==> config.mk <==
export PLATFORM = sky130hd
export DESIGN_NAME = wr_full_gen
export DESIGN_NICKNAME = d
export VERILOG_FILES = /design/src/rtl/fifo_pkg.sv /design/src/rtl/sync_2ff.sv /design/src/rtl/wr_full_gen.sv
export SDC_FILE = /design/constraint.sdc
export NUM_CORES = 1
export LEC_CHECK = 0
export CAP_MARGIN = 0
export CORE_AREA = 2 2 56 58
export CTS_BUF_LIST = sky130_fd_sc_hd__clkbuf_16
export CTS_CLUSTER_SIZE = 30
export DETAILED_ROUTE_END_ITERATION = 8
export DIE_AREA = 0 0 58 60
export GPL_ROUTABILITY_DRIVEN = 0
export PLACE_DENSITY = 0.75
export SYNTH_ARGS = -nofsm -noshare
export SYNTH_HDL_FRONTEND = slang
export SYNTH_SLANG_ARGS = --single-unit
==> constraint.sdc <==
create_clock -name wclk -period 3.83 [get_ports wclk]
set_input_delay 0.5745 -clock wclk [delete_from_list [all_inputs] [get_ports wclk]]
set_output_delay 0.5745 -clock wclk [all_outputs]
set_load 0.01 [all_outputs]
==> src/rtl/fifo_pkg.sv <==
// fifo_pkg: items shared by the write-side full generator and the
// read-side empty generator of the async FIFO.
//   ADDRW_DEF  default RAM address width (depth 2**ADDRW_DEF)
//   ptr_word_t wide carrier type for the pointer conversion helpers
//   bin2gray / gray2bin  binary <-> reflected Gray conversion; callers
//   zero-extend narrower pointers into ptr_word_t and size-cast the result.
package fifo_pkg;

    localparam int unsigned ADDRW_DEF = 5;
    localparam int unsigned PTR_MAXW  = 32;

    typedef logic [PTR_MAXW-1:0] ptr_word_t;

    function automatic ptr_word_t bin2gray(input ptr_word_t b);
        return b ^ (b >> 1);
    endfunction

    // Prefix XOR from the MSB down, done in log2(PTR_MAXW) shift steps.
    // Zero-extended inputs keep their upper bits zero.
    function automatic ptr_word_t gray2bin(input ptr_word_t g);
        ptr_word_t b;
        b = g;
        for (int unsigned s = 1; s < PTR_MAXW; s = s << 1) begin
            b = b ^ (b >> s);
        end
        return b;
    endfunction

endpackage

==> src/rtl/sync_2ff.sv <==
// sync_2ff: two-flop synchronizer for a Gray-coded pointer crossing into
// the clk domain. Shared by the write-side full and read-side empty logic.
//   clk    destination-domain clock
//   rst_n  asynchronous active-low reset; both stages load RST_VAL
//   d      source-domain bus (must change at most one bit at a time)
//   q      synchronized bus, two clk edges behind d
module sync_2ff #(
    parameter int unsigned     W       = 1,
    parameter logic [W-1:0]    RST_VAL = '0
) (
    input  logic         clk,
    input  logic         rst_n,
    input  logic [W-1:0] d,
    output logic [W-1:0] q
);

    logic [W-1:0] q1;

    // No logic between the stages: q1 is given a full period to settle.
    always_ff @(posedge clk or negedge rst_n) begin
        if (!rst_n) begin
            q1 <= RST_VAL;
            q  <= RST_VAL;
        end else begin
            q1 <= d;
            q  <= q1;
        end
    end

endmodule

==> src/rtl/wr_full_gen.sv <==
// wr_full_gen: write-side status generator of an async FIFO.
// Produces the Gray write pointer for the read domain, and the full,
// almost_full and fill-level flags from the synchronized Gray read pointer.
//   wclk        write-domain clock
//   rst_n       asynchronous active-low reset
//   wptr        binary write pointer (ADDRW+1 bits) from the address counter
//   we          write accepted this cycle; wptr advances at the next edge
//   rptr_gray   Gray read pointer from the read clock domain
//   wptr_gray   registered Gray of the next write pointer
//   full        registered full flag, fed back to the address counter
//   almost_full registered, fill level >= AF_THRESH
//   wr_level    registered fill level as seen from the write side
module wr_full_gen
    import fifo_pkg::*;
#(
    parameter int unsigned ADDRW     = ADDRW_DEF,
    parameter int unsigned AF_THRESH = 28
) (
    input  logic             wclk,
    input  logic             rst_n,
    input  logic [ADDRW:0]   wptr,
    input  logic             we,
    input  logic [ADDRW:0]   rptr_gray,
    output logic [ADDRW:0]   wptr_gray,
    output logic             full,
    output logic             almost_full,
    output logic [ADDRW:0]   wr_level
);

    localparam int unsigned    PW        = ADDRW + 1;
    // Both pointers reset to 2**ADDRW so the level starts at zero.
    localparam logic [ADDRW:0] PTR_RST   = PW'(1) << ADDRW;
    localparam logic [ADDRW:0] GRAY_RST  = PW'(bin2gray(ptr_word_t'(PTR_RST)));
    // In Gray code, "one lap ahead" differs exactly in the two MSBs.
    localparam logic [ADDRW:0] FULL_XOR  = PW'(2'b11) << (ADDRW - 1);
    localparam logic [ADDRW:0] AF_LEVEL  = AF_THRESH[ADDRW:0];

    logic [ADDRW:0] rq2;
    logic [ADDRW:0] wptr_next;
    logic [ADDRW:0] wgray_next;
    logic [ADDRW:0] rbin;
    logic [ADDRW:0] level_next;
    logic           full_next;
    logic           af_next;

    sync_2ff #(
        .W       (PW),
        .RST_VAL (GRAY_RST)
    ) u_rptr_sync (
        .clk   (wclk),
        .rst_n (rst_n),
        .d     (rptr_gray),
        .q     (rq2)
    );

    // Flags are computed from the pointer value after this cycle's write so
    // full rises on the very edge that fills the last entry.
    always_comb begin
        wptr_next  = wptr + {{ADDRW{1'b0}}, we};
        wgray_next = PW'(bin2gray(ptr_word_t'(wptr_next)));
        rbin       = PW'(gray2bin(ptr_word_t'(rq2)));
        level_next = wptr_next - rbin;
        full_next  = (wgray_next == (rq2 ^ FULL_XOR));
        af_next    = (level_next >= AF_LEVEL);
    end

    always_ff @(posedge wclk or negedge rst_n) begin
        if (!rst_n) begin
            wptr_gray   <= GRAY_RST;
            full        <= 1'b0;
            almost_full <= 1'b0;
            wr_level    <= '0;
        end else begin
            wptr_gray   <= wgray_next;
            full        <= full_next;
            almost_full <= af_next;
            wr_level    <= level_next;
        end
    end

endmodule

==> metrics.md, run 1 <==
| Metric | Value |
|---|---|
| Ys Warns | `0` |
| Final Setup Violations | `0` |
| TritonCTS clock tree | `yes` |
| Hold Crit Class | `flip-flop to flip-flop` |
| P_int | `around 0.00063 W` |
| First-pass GRT wire length | `around 4000 um` |
| I/O pin total | `29` |
| Post-route clock period utilization | `0.799` |
| First-pass DRT Iterations | `4` |
| Final instance area | `0.00177 mm2` |
| Yosys reg bits | `26` |
| Top post-synthesis cells by area | `dfrtp_1 36%, dfstp_2 11%, xnor2_1 9.5%, ha_1 5.4%, xor2_1 4.4%` |
| Worst-Margin Slew | `0.981 ns` |
| H-tree levels | `1` |
| Final #Nets | `approximately 170` |
| Placed Area | `about 0.0017 mm2` |
| Critical path fanouts, max | `5` |
| Syn Nets | `around 130` |
| Post-synth ARST share | `1.00` |
| Chip width | `between 50 and 60 um` |
| I/O Buffers | `28` |
| Max Fclk | `327 MHz` |
| Routed vias | `between 800 and 900` |
| Final Instance Count excl. Fillers | `176` |
| Net Sw Frac | `0.279` |
| Static Leak | `between 0.7 and 0.8 nW` |
| Final hold vios | `0` |
| Post-CTS Hold Fix Bufs | `0` |
| Via/cell ratio | `5.03` |
| Wire per inst | `about 13 um` |
| Layout area overhead | `28.1%` |
| Status | `finished, final reports clean` |
| Sequential-to-total area share from yosys stat | `0.476` |
| Max Cap Viol | `0` |
| Top_reg_cell synth | `dfrtp_1` |
| Clock Skew | `0.00279 ns` |
| Share of layout cells above drive strength 1 | `0.140` |
| DR DRC count | `0` |
| Clock Latency Late Sink | `0.26 ns` |
| Initial antenna violation count | `0` |
| Top cell type's share of synthesized area | `0.362` |
| Number of global-route vias before repair | `roughly 960` |
| Ant diodes | `0` |
| Largest net degree at the start of global routing | `24` |
| Setup TNS | `0 ns` |
| Combinational power share | `0.353` |
| Slew headroom | `0.344` |
| Reg clk slew, reported paths | `~0.06 ns` |
| Row count | `20` |
| Clock tree root driver cell | `clkbuf_16` |
| Element type at the critical path end | `flip-flop` |
| Syn Area/Cell | `12.3 um2` |
| WS Path Type | `flip-flop to flip-flop` |
| CTS sink count | `26` |
| Post-Syn Area | `0.00138 mm2` |
| P per Cell Area | `between 400 and 500 mW/mm2` |
| Register share of total power | `0.389` |
| 1st-iter DRT viols | `10` |
| Clock power share | `0.258` |
| GRT Resource Usage Total | `0.153` |
| Fin crit period | `3.06 ns` |
| Yosys cell types | `39` |
| EDFF count, synth | `0` |
| Die area | `0.00348 mm2` |
| Switching power | `0.000245 W` |
| Drt total wl | `around 2300 um` |
| CP arrival | `~3.2 ns` |
| Peak supply drop | `~0.27 mV` |
| Core area | `roughly 0.0029 mm2` |
| DRT antenna net count | `0` |
| Worst Hold Slack | `between 0.3 and 0.4 ns` |
| Final Slew Violations | `0` |
| CP startpoint kind | `flip-flop` |
| Initial core utilization | `0.476` |
| Post-CTS setup buffers | `0` |
| Dpl hpwl | `1790 um` |
| CP Data Required Time | `approximately 4 ns` |
| Global route total overflow | `0` |
| Max Buffers Root-to-Sink | `2` |
| CTS buffer count | `3` |
| RSZ-0062 raised after global routing | `no` |
| Gates resized, CTS repair | `0` |
| Area leader, netlist | `dfrtp_1` |
| Final core occ | `0.610` |
| Dpl cells | `about 170` |
| Synthesized netlist cell count | `approximately 110` |
| Die span in y | `roughly 60 um` |
-- placed cells by master (no fill, tap or decap), types with 2 or more instances in the layout --
cell type	count
nor2_1	3
xnor2_2	3
clkbuf_16	3
nand3_1	2
o21ai_0	2
xor2_1	7
dfrtp_1	20
nor3_1	2
xnor2_1	15
clkdlybuf4s50_1	28
dfstp_2	6
ha_1	6
inv_1	12
a211oi_1	2
a21oi_1	2
and3_1	2
nand2_1	5
-- state kept, by name (all words and copies together), names as in the netlist --
signal / flops
almost_full: 1
full: 1
u_rptr_sync.q: 6
u_rptr_sync.q1: 6
wptr_gray: 6
wr_level: 6
-- power by group through the flow --
stage	clock [W]	combinational, W	sequential [W]
floorplan	0	0.000156	0.000371
global placement	0	0.000306	0.000346
detailed placement	0	0.000311	0.000347
CTS	0.000236	0.000315	0.000342
global route	0.000242	0.000344	0.000346
finish	0.000227	0.000310	0.000342
-- critical path, cell delays in order (launching register included) --
cell,delay [ns]
dfstp_2,0.57
xnor2_2,0.12
xnor2_2,0.31
xnor2_2,0.19
xor2_2,0.22
xnor2_1,0.09
ha_1,0.21
fa_1,0.41
nand2b_1,0.20
a21o_1,0.18
a211oi_1,0.20
a211oi_1,0.10
o221ai_1,0.17
-- logic make-up (layout without fill, tap and decap cells) --
group | count (synthesis) | in the layout | synth area share
AND/OR/NAND/NOR | 21 | 21 | 0.0887
buffers and inverters | 13 | 44 | 0.0434
flip-flops | 26 | 26 | 0.476
adder cells (fa/ha/maj) | 7 | 7 | 0.0688
XOR/XNOR | 28 | 28 | 0.224
AO/OA/AOI/OAI | 17 | 17 | 0.0996
-- routing by layer --
| metal | share of wire | routed length [um] | GRT usage | vias to the layer above |
|---|---|---|---|---|
| li1 | - | - | - | 433 |
| met1 | 0.40 | 901 | 0.162 | 429 |
| met2 | 0.55 | 1240 | 0.286 | 19 |
| met3 | 0.035 | 79 | 0.0216 | 5 |
| met4 | 0.021 | 48 | 0.0930 | 0 |
| met5 | 0 | 0 | 0 | - |
-- area by class of cell --
type	count	area, um2
clock inverters	1	3.75
repair buffers	29	288
flip-flops and latches	26	658
fillers	244	1130
inverters	11	41.3
clock buffers	3	75.1
multi-input cells	73	664
well taps	33	41.3
-- through the flow --
| step | total power, W | setup WS (ns) |
|---|---|---|
| detailed placement | 0.000659 | 0.545 |
| CTS | 0.000893 | 0.741 |
| global route | 0.000932 | 0.479 |
| finish | 0.000878 | 0.770 |
| floorplan | 0.000526 | 1.02 |
| global placement | 0.000652 | 0.615 |
-- synthesized netlist by cell type (2+ instances only) --
| library cell | instances |
|---|---|
| dfrtp_1 | 20 |
| xnor2_1 | 15 |
| inv_1 | 11 |
| xor2_1 | 7 |
| dfstp_2 | 6 |
| ha_1 | 6 |
| nand2_1 | 5 |
| nor2_1 | 3 |
| xnor2_2 | 3 |
| a211oi_1 | 2 |
| a21oi_1 | 2 |
| and3_1 | 2 |
| nand3_1 | 2 |
| nor3_1 | 2 |
| o21ai_0 | 2 |
-- path summary, 6_finish.rpt --
kind	startpoint	end	slack, ns	cells past startpoint
min in group asynchronous	rst_n	u_rptr_sync.q[3]$_DFF_PN0_	0.86	1
max in group asynchronous	rst_n	u_rptr_sync.q[4]$_DFF_PN1_	2.25	2
min reg2reg	u_rptr_sync.q1[3]$_DFF_PN0_	u_rptr_sync.q[3]$_DFF_PN0_	0.35	0
min	u_rptr_sync.q1[3]$_DFF_PN0_	u_rptr_sync.q[3]$_DFF_PN0_	0.35	0
max reg2reg	u_rptr_sync.q[5]$_DFF_PN1_	almost_full$_DFF_PN0_	0.77	12
max	u_rptr_sync.q[5]$_DFF_PN1_	almost_full$_DFF_PN0_	0.77	12
No activity file was read; power rests on OpenSTA's default activity.
==> inputs of run 2 (changes only) <==
--- a/config.mk
+++ b/config.mk
@@ -6,13 +6,13 @@
 export NUM_CORES = 1
 export LEC_CHECK = 0
 export CAP_MARGIN = 0
-export CORE_AREA = 2 2 56 58
+export CORE_AREA = 2 2 59 61
 export CTS_BUF_LIST = sky130_fd_sc_hd__clkbuf_16
 export CTS_CLUSTER_SIZE = 30
 export DETAILED_ROUTE_END_ITERATION = 8
-export DIE_AREA = 0 0 58 60
+export DIE_AREA = 0 0 61 63
 export GPL_ROUTABILITY_DRIVEN = 0
-export PLACE_DENSITY = 0.75
+export PLACE_DENSITY = 0.71
 export SYNTH_ARGS = -nofsm -noshare
 export SYNTH_HDL_FRONTEND = slang
 export SYNTH_SLANG_ARGS = --single-unit
==> constraint.sdc (replaced) <==
create_clock -name wclk -period 2.6 [get_ports wclk]
set_input_delay 0.39 -clock wclk [delete_from_list [all_inputs] [get_ports wclk]]
set_output_delay 0.39 -clock wclk [all_outputs]
set_load 0.01 [all_outputs]
==> metrics.md, run 2 (same netlist as run 1, synthesis figures left out) <==
| Metric | Value |
|---|---|
| Status | `finished, violations left` |
| Failing checks | `negative setup slack` |
| Initial antenna violation count | `0` |
| First-pass GRT wire length | `approximately 4800 um` |
| 1st-iter DRT viols | `37` |
| Via/cell ratio | `approximately 4.7` |
| Die area | `between 0.003 and 0.004 mm2` |
| Routed vias | `roughly 1.0k` |
| Final core occ | `0.626` |
| Row count | `21` |
| I/O pin total | `29` |
| Fin worst setup slack | `-0.189 ns` |
| Wire per inst | `between 10 and 15 um` |
| Die span in y | `63 um` |
| Clock Skew | `0.00466 ns` |
| Most frequent cells in the layout | `28 x clkdlybuf4s50_1, 25 x buf_4, 20 x dfrtp_1` |
| First-pass DRT Iterations | `4` |
| CTS buffer count | `3` |
| CP arrival | `2.95 ns` |
| Max Cap Viol | `0` |
| Final Setup Violations | `1` |
| Final #Nets | `190` |
| Initial core utilization | `0.428` |
| P per Cell Area | `710 mW/mm2` |
| Max Buffers Root-to-Sink | `2` |
| Global route total overflow | `0` |
| Element type at the critical path end | `flip-flop` |
| CP startpoint kind | `flip-flop` |
| Static Leak | `0.910 nW` |
| DR DRC count | `0` |
| H-tree levels | `1` |
| Number of global-route vias before repair | `between 1k and 1.5k` |
| Setup TNS | `-0.189 ns` |
| Max Fclk | `about 360 MHz` |
| Final Slew Violations | `0` |
| Worst Hold Slack | `roughly 0.35 ns` |
| GRT Resource Usage Total | `0.168` |
| Fillers | `around 280` |
| Commonest non-fill, non-tap cell in the layout | `clkdlybuf4s50_1` |
| CTS sink count | `26` |
| Core area | `about 0.0032 mm2` |
| RSZ-0062 raised after global routing | `yes` |
| Chip width | `61 um` |
| Slew headroom | `0.738` |
| DRT antenna net count | `0` |
| Share of layout cells above drive strength 1 | `0.305` |
| Reg clk slew, reported paths | `0.06 ns` |
| Layout area overhead | `46.4%` |
| Largest net degree at the start of global routing | `27` |
| Fin crit period | `roughly 2.8 ns` |
| Post-route clock period utilization | `1.07` |
| I/O Buffers | `28` |
| Critical path fanouts, max | `3` |
| TritonCTS clock tree | `yes` |
| WS Path Type | `flip-flop to flip-flop` |
| Worst-Margin Slew | `0.382 ns` |
| Drt total wl | `2830 um` |
| Peak supply drop | `~0.37 mV` |
| Ant diodes | `0` |
| Hold Crit Class | `flip-flop to flip-flop` |
| CP Data Required Time | `approximately 2.8 ns` |
| Final hold vios | `0` |
| Clock Latency Late Sink | `between 0.2 and 0.3 ns` |
| Clock tree root driver cell | `clkbuf_16` |
| Dpl hpwl | `2200 um` |
-- run 2: cell types whose count changed in the layout (fill, tap and decap cells not counted), sizes merged --
cell	delta
buf	+24
-- run 2: path summary, 6_finish.rpt --
kind | startpoint | endpoint | slack (ns) | cells after the start
worst max-delay path | u_rptr_sync.q[4]$_DFF_PN1_ | almost_full$_DFF_PN0_ | -0.19 | 12
worst min-delay path | u_rptr_sync.q1[3]$_DFF_PN0_ | u_rptr_sync.q[3]$_DFF_PN0_ | 0.35 | 0
worst min register to register | u_rptr_sync.q1[3]$_DFF_PN0_ | u_rptr_sync.q[3]$_DFF_PN0_ | 0.35 | 0
max in group asynchronous | rst_n | u_rptr_sync.q1[5]$_DFF_PN1_ | 1.80 | 2
worst max register to register | u_rptr_sync.q[4]$_DFF_PN1_ | almost_full$_DFF_PN0_ | -0.19 | 12
min in group asynchronous | rst_n | wptr_gray[2]$_DFF_PN0_ | 0.50 | 2
-- run 2: layer usage --
metal | GRT usage | wire [um] | vias up | part of all wire
met5 | 0 | 0 | - | 0
met4 | 0.0761 | 70 | 0 | 0.025
met3 | 0.0269 | 104 | 7 | 0.037
met2 | 0.293 | 1520 | 26 | 0.54
met1 | 0.193 | 1130 | 486 | 0.40
li1 | - | - | 481 | -
-- run 2: area by class of cell --
type / count / area (um2) / area share
clock inverters: 1 / 3.75 / 0.00185
inverters: 11 / 41.3 / 0.0204
well taps: 46 / 57.6 / 0.0284
repair buffers: 53 / 468 / 0.231
multi-input cells: 73 / 721 / 0.356
clock buffers: 3 / 75.1 / 0.0371
flip-flops and latches: 26 / 658 / 0.325
-- run 2: metrics by stage --
stage / setup WS [ns] / power [W] / area, um2 / cells
after floorplan: -0.140 / 0.000794 / 1410 / 112
after global placement: -0.162 / 0.00104 / 1890 / 205
after detailed placement: -0.253 / 0.00106 / 1890 / 205
after CTS: -0.189 / 0.00141 / 1980 / 211
after global routing: -0.338 / 0.00152 / 2020 / 213
final: -0.189 / 0.00144 / 2020 / 213
-- run 2: critical path, stage by stage, from the launching register on --
cell and delay [ns]:
dfstp_2 0.58, xnor2_4 0.14, xnor2_2 0.16, xnor2_2 0.17, xor2_2 0.20, xnor2_1 0.09, ha_2 0.19, fa_2 0.35
nand2b_4 0.15, a21o_1 0.18, a211oi_2 0.18, a211oi_1 0.09, o221ai_1 0.20
-- run 2: power by group --
group	internal, W	switching, W	total (W)
clock	0.000206	0.000138	0.000344
combinational	0.000337	0.000250	0.000587
sequential	0.000481	0.0000245	0.000505
-- run 2: what timing repair did --
item | CTS | global route
pin swaps | 3 | 3
buffers inserted | 2 | 2
gates resized for setup | 0 | 6
setup endpoints to repair | 2 | 2
hold buffers | 0 | 0
